==> src/rtl/robot_maze_world.sv <==
// robot_maze_world: grid-maze environment for the wall-following robot.
// Holds the loadable wall map, robot pose, bump pulse, sticky goal flag and a
// saturating command counter; sensors are decoded combinationally from state.
module robot_maze_world #(
   parameter int W         = 4,
   parameter int H         = 4,
   parameter int START_X   = 0,
   parameter int START_Y   = 0,
   parameter int START_DIR = 0,
   parameter int GOAL_X    = 3,
   parameter int GOAL_Y    = 3,
   parameter int CNT_W     = 16
) (
   input  logic                  clk,
   input  logic                  rst_n,
   input  logic                  map_we,
   input  logic [$clog2(W)-1:0]  map_x,
   input  logic [$clog2(H)-1:0]  map_y,
   input  logic [3:0]            map_walls,
   input  logic                  front,
   input  logic                  turn,
   output logic                  front_sensor,
   output logic                  left_sensor,
   output logic [$clog2(W)-1:0]  pos_x,
   output logic [$clog2(H)-1:0]  pos_y,
   output logic [1:0]            heading,
   output logic                  bump,
   output logic                  at_goal,
   output logic [CNT_W-1:0]      step_count
);

   localparam int XW = $clog2(W);
   localparam int YW = $clog2(H);
   localparam logic START_AT_GOAL = (START_X == GOAL_X) && (START_Y == GOAL_Y);

   // Cell (x,y) lives at index y*W + x; bit d is the wall on side d (0=N..3=W).
   logic [3:0]       map_q [W*H];

   logic [XW-1:0]    pos_x_q, pos_x_d;
   logic [YW-1:0]    pos_y_q, pos_y_d;
   logic [1:0]       heading_q, heading_d;
   logic             bump_q, bump_d;
   logic             at_goal_q, at_goal_d;
   logic [CNT_W-1:0] step_q, step_d;

   logic             wr_hit;
   logic [3:0]       cur_walls;
   logic [3:0]       bnd_walls;
   logic [3:0]       wall_vec;

   // Out-of-range coordinates (possible when W or H is not a power of two) are dropped.
   assign wr_hit = map_we && (int'(map_x) < W) && (int'(map_y) < H);

   for (genvar gi = 0; gi < W*H; gi++) begin : g_cell
      logic wr_sel;
      assign wr_sel = wr_hit && (map_x == XW'(gi % W)) && (map_y == YW'(gi / W));

      // Per-cell wall register; cleared by reset so the maze starts empty.
      always_ff @(posedge clk or negedge rst_n) begin
         if (!rst_n) begin
            map_q[gi] <= '0;
         end else if (wr_sel) begin
            map_q[gi] <= map_walls;
         end
      end
   end

   // Select the wall bits of the cell the robot currently occupies.
   always_comb begin
      cur_walls = '0;
      for (int i = 0; i < W*H; i++) begin
         if ((pos_x_q == XW'(i % W)) && (pos_y_q == YW'(i / W))) begin
            cur_walls = map_q[i];
         end
      end
   end

   // The grid edge always acts as a wall regardless of the loaded map.
   assign bnd_walls[0] = (pos_y_q == YW'(H - 1));
   assign bnd_walls[1] = (pos_x_q == XW'(W - 1));
   assign bnd_walls[2] = (pos_y_q == '0);
   assign bnd_walls[3] = (pos_x_q == '0);
   assign wall_vec     = cur_walls | bnd_walls;

   // Left of heading h is (h+3)%4, which 2-bit wraparound gives as h-1.
   assign front_sensor = wall_vec[heading_q];
   assign left_sensor  = wall_vec[heading_q - 2'd1];

   // Next pose: turn wins over front; a blocked front only raises bump.
   always_comb begin
      pos_x_d   = pos_x_q;
      pos_y_d   = pos_y_q;
      heading_d = heading_q;
      bump_d    = 1'b0;
      if (turn) begin
         heading_d = heading_q + 2'd1;
      end else if (front) begin
         if (wall_vec[heading_q]) begin
            bump_d = 1'b1;
         end else begin
            case (heading_q)
               2'd0:    pos_y_d = pos_y_q + YW'(1);
               2'd1:    pos_x_d = pos_x_q + XW'(1);
               2'd2:    pos_y_d = pos_y_q - YW'(1);
               default: pos_x_d = pos_x_q - XW'(1);
            endcase
         end
      end
      step_d    = ((front || turn) && (step_q != '1)) ? step_q + CNT_W'(1) : step_q;
      at_goal_d = at_goal_q || ((pos_x_d == XW'(GOAL_X)) && (pos_y_d == YW'(GOAL_Y)));
   end

   // Robot state registers.
   always_ff @(posedge clk or negedge rst_n) begin
      if (!rst_n) begin
         pos_x_q   <= XW'(START_X);
         pos_y_q   <= YW'(START_Y);
         heading_q <= 2'(START_DIR);
         bump_q    <= 1'b0;
         at_goal_q <= START_AT_GOAL;
         step_q    <= '0;
      end else begin
         pos_x_q   <= pos_x_d;
         pos_y_q   <= pos_y_d;
         heading_q <= heading_d;
         bump_q    <= bump_d;
         at_goal_q <= at_goal_d;
         step_q    <= step_d;
      end
   end

   assign pos_x      = pos_x_q;
   assign pos_y      = pos_y_q;
   assign heading    = heading_q;
   assign bump       = bump_q;
   assign at_goal    = at_goal_q;
   assign step_count = step_q;

endmodule

==> config.mk <==
export PLATFORM = sky130hd
export DESIGN_NAME = robot_maze_world
export DESIGN_NICKNAME = d
export VERILOG_FILES = /design/src/rtl/robot_maze_world.sv
export SDC_FILE = /design/constraint.sdc
export NUM_CORES = 1
export LEC_CHECK = 0
export BUFFER_PORTS_ARGS = -buffer_cell sky130_fd_sc_hd__buf_2
export CAP_MARGIN = 20
export CELL_PAD_IN_SITES_DETAIL_PLACEMENT = 1
export CELL_PAD_IN_SITES_GLOBAL_PLACEMENT = 1
export CORE_MARGIN = 3
export CORE_UTILIZATION = 49
export CTS_BUF_LIST = sky130_fd_sc_hd__clkbuf_8
export DETAILED_ROUTE_END_ITERATION = 7
export PLACE_DENSITY_LB_ADDON = 0.1
export SLEW_MARGIN = 20
export SYNTH_ARGS = -nofsm -noshare
export SYNTH_HDL_FRONTEND = slang
export SYNTH_SLANG_ARGS = --single-unit
export TNS_END_PERCENT = 50
==> constraint.sdc <==
create_clock -name clk -period 3.5 [get_ports clk]
set_input_delay 0 -clock clk [delete_from_list [all_inputs] [get_ports clk]]
set_output_delay 0 -clock clk [all_outputs]
set_load 0.01 [all_outputs]
==> out/qor.txt <==
Average wire per standard cell - 20.5 um
DR iter-0 viols - 180
Peak fanout along the critical path - 24
Clock transition at path regs - 0.09 ns
Seq/Total Area, Yosys - 46.6%
CP startpoint kind - flop
Maximum buffer depth of the clock tree - 2
Synth Warn # - 0
Worst Setup Path Type - reg2reg
Worst-Margin Slew - 1.00 ns
Slew margin rel. - 33.0%
Diode count - 0
Setup TNS Final - 0 ns
Via count - 3202
Final setup vio count - 0
Worst reg2reg startpoint - pos_x[1]$_DFF_PN0_
Latest clock arrival within the worst-skew pair - 0.36 ns
Initial Util - 50.7%
Area share of fa/ha/maj cells after synthesis - 3.89%
CTS tree - done
Main combinational cell family by area after synthesis - multiplexers
CTS Sinks - 78
Cells after synthesis - 389
Status - completed
Synth Area in XOR/XNOR - 3.56%
Yosys cell types - 59
RSZ-0062 raised after global routing - false
DR pass1 iterations - 4
Post-synth net total - 415
I/O pin count - 39
Final Hold Viols - 0
Die Y - 98.4 um
R2R setup slack - 0.38 ns
RD Place Congestion - 0.834
Die Wd - 98.4 um
Most frequent cells in the layout - dfrtp_1 (78), mux2_2 (56), buf_2 (37), nand2_1 (36), nor2_1 (21)
Cell Rows - 33
Total CTS buffers - 9
Area growth syn-to-layout - 12.1%
Hold Crit Endpoint - step_count[12]$_DFFE_PN0P_
Worst vdd ir - 0.376 mV
Mux share of post-synthesis cell area - 15.5%
Max Clk Rate - 321 MHz
Commonest non-fill, non-tap cell in the layout - dfrtp_1
Vias in the first global route - 3426
Post-synthesis cell area - 0.00419 mm^2
First-pass GRT wire length - 18400 um
Post-synth ARST share - 100%
Hold WC Path Type - in2reg
Nets - 453
Postcts setup bufs - 0
WL final - 11000 um
Worst r2r dst - at_goal$_DFF_PN0_
Filler cell count - 910
Slew Limit Fails - 0
Hold path start - front
Period utilisation layout - 89.1%
Seq cells post-synth - 78
Post-DP HPWL - 8090 um
Largest net degree at the start of global routing - 79
Synth Area in Compound Gates - 12.0%
Final ANT Viol Nets - 0
Vias/cell - 5.96
Die ar. - 0.00969 mm^2
Tot Pwr - 3.77 mW
Arr. time, crit path - 3.38 ns
FF-to-FF path depth - 11
CTS root buf - clkbuf_8
Drt drc - 0
WHS - 0.0400 ns
Leak pwr - 2.09 nW
Worst hold path cell count - 4
Core Footprint - 0.00826 mm^2
Tmin final - 3.12 ns
Skew final - 0.00813 ns
Power density over cell area - 805 mW/mm^2
GRT Util Overall - 24.0%
Avg Cell Area, Syn - 10.8 um^2
Port Buffer Count - 38
EDFF count, synth - 0
Htree depth - 3
Post-Synth Simple-Gate Area - 15.3%
Initial antenna violation count - 0
Synth Flop Type - dfrtp_1
# Max-Cap Violations - 0
GRT overflow - 0
Type of destination of the critical path - flop
Worst Path Required - 3.76 ns
Fraction of layout cells with a size suffix above 1 - 28.5%
worst max-delay path by stage:
stage | start | endpoint | slack, ns | depth (start not counted)
5_1_grt | pos_x[1]$_DFF_PN0_ | at_goal$_DFF_PN0_ | 0.18 | 11
4_1_cts | pos_x[1]$_DFF_PN0_ | at_goal$_DFF_PN0_ | 0.39 | 11
3_5_place_dp | pos_x[1]$_DFF_PN0_ | at_goal$_DFF_PN0_ | 0.41 | 11
2_1_floorplan | pos_x[0]$_DFF_PN0_ | at_goal$_DFF_PN0_ | 0.95 | 12
3_3_place_gp | pos_x[1]$_DFF_PN0_ | at_goal$_DFF_PN0_ | 0.49 | 11
6_report | pos_x[1]$_DFF_PN0_ | at_goal$_DFF_PN0_ | 0.38 | 11
through the flow:
stage	setup WS, ns	cell area [um^2]	cells	utilization [%]
2_1_floorplan	0.945	4190	389	-
3_3_place_gp	0.486	4460	519	54.0
3_5_place_dp	0.412	4460	519	54.0
4_1_cts	0.395	4690	537	56.8
5_1_grt	0.180	4690	537	56.8
6_report	0.380	4690	537	56.8
registers in the layout (all words and copies together), names as in the netlist:
signal / flops
map_q: 54
bump: 1
pos_y: 2
at_goal: 1
pos_x: 2
step_count: 16
heading: 2
critical path, cell delays in order, from the launching register on:
cell and delay (ns):
dfrtp_1 0.42, inv_1 0.12, ha_1 0.68, and3b_1 0.27
o221a_1 0.22, a311oi_1 0.24, o21ai_1 0.14, o21ai_1 0.18
a21oi_1 0.09, nor3_2 0.28, o22ai_1 0.15, o211a_1 0.22
Yosys cell counts, types with 2 or more instances:
cell | n | share of area (%)
dfrtp_1 | 78 | 47
nor2_1 | 21 | 1.9
ha_1 | 13 | 3.9
nand2_1 | 36 | 3.2
o22ai_1 | 4 | 0.60
o211ai_1 | 6 | 1.1
nand4_1 | 9 | 1.3
nand3_1 | 10 | 1.2
mux2i_1 | 2 | 0.48
and3b_1 | 2 | 0.42
a21oi_1 | 11 | 1.3
and3_1 | 4 | 0.60
a2bb2oi_1 | 3 | 0.63
clkbuf_1 | 9 | 0.81
and2_1 | 2 | 0.30
xnor2_1 | 13 | 2.7
xor2_1 | 4 | 0.84
nand4b_1 | 2 | 0.42
and4_1 | 3 | 0.63
o311ai_1 | 2 | 0.42
buf_2 | 7 | 0.84
o31ai_1 | 3 | 0.54
nand2b_1 | 6 | 0.90
a221o_1 | 2 | 0.48
o21ai_1 | 5 | 0.60
inv_1 | 11 | 0.99
o21ai_0 | 19 | 2.3
nor3b_1 | 2 | 0.36
mux2_2 | 56 | 15
o221a_2 | 2 | 0.54
nand3_2 | 2 | 0.48
or3_1 | 3 | 0.45
nand3b_1 | 4 | 0.72
nor2b_1 | 8 | 1.2
report_power, final:
part	leakage [nW]	switching [mW]	internal (mW)
Sequential	0.967	0.213	1.12
Clock	0.109	0.390	0.349
Combinational	1.02	0.984	0.714
Total	2.09	1.59	2.19
kinds of logic (layout without fill, tap and decap cells):
group / Yosys count / count (layout)
AOI/OAI and AO/OA: 74 / 74
xor gates and xnor gates: 17 / 17
adders and majority gates: 13 / 13
buffers and inverters: 29 / 72
DFF: 78 / 78
muxes: 58 / 58
and+or+nand+nor: 120 / 120
metal layers:
metal,up-vias,part of all wire [%],global-route usage (%)
li1,1483,-,-
met1,1634,47,35.0
met2,74,47,38.0
met3,11,4.8,3.82
met4,0,0.95,5.57
met5,-,0,0
final cells by class:
class | instances | area [um^2] | area share (%)
clock buffers | 9 | 124 | 2.64
well taps | 105 | 131 | 2.80
clock inverters | 7 | 87.6 | 1.87
repair buffers | 45 | 250 | 5.33
inverters | 11 | 41.3 | 0.880
flip-flops and latches | 78 | 1950 | 41.6
multi-input cells | 282 | 2100 | 44.9
timing repair:
action,4_1_cts,5_1_grt
resized for setup,0,0
hold buffers,2,0
hold endpoints to repair,80,0
(Power assumes the default switching activity.)
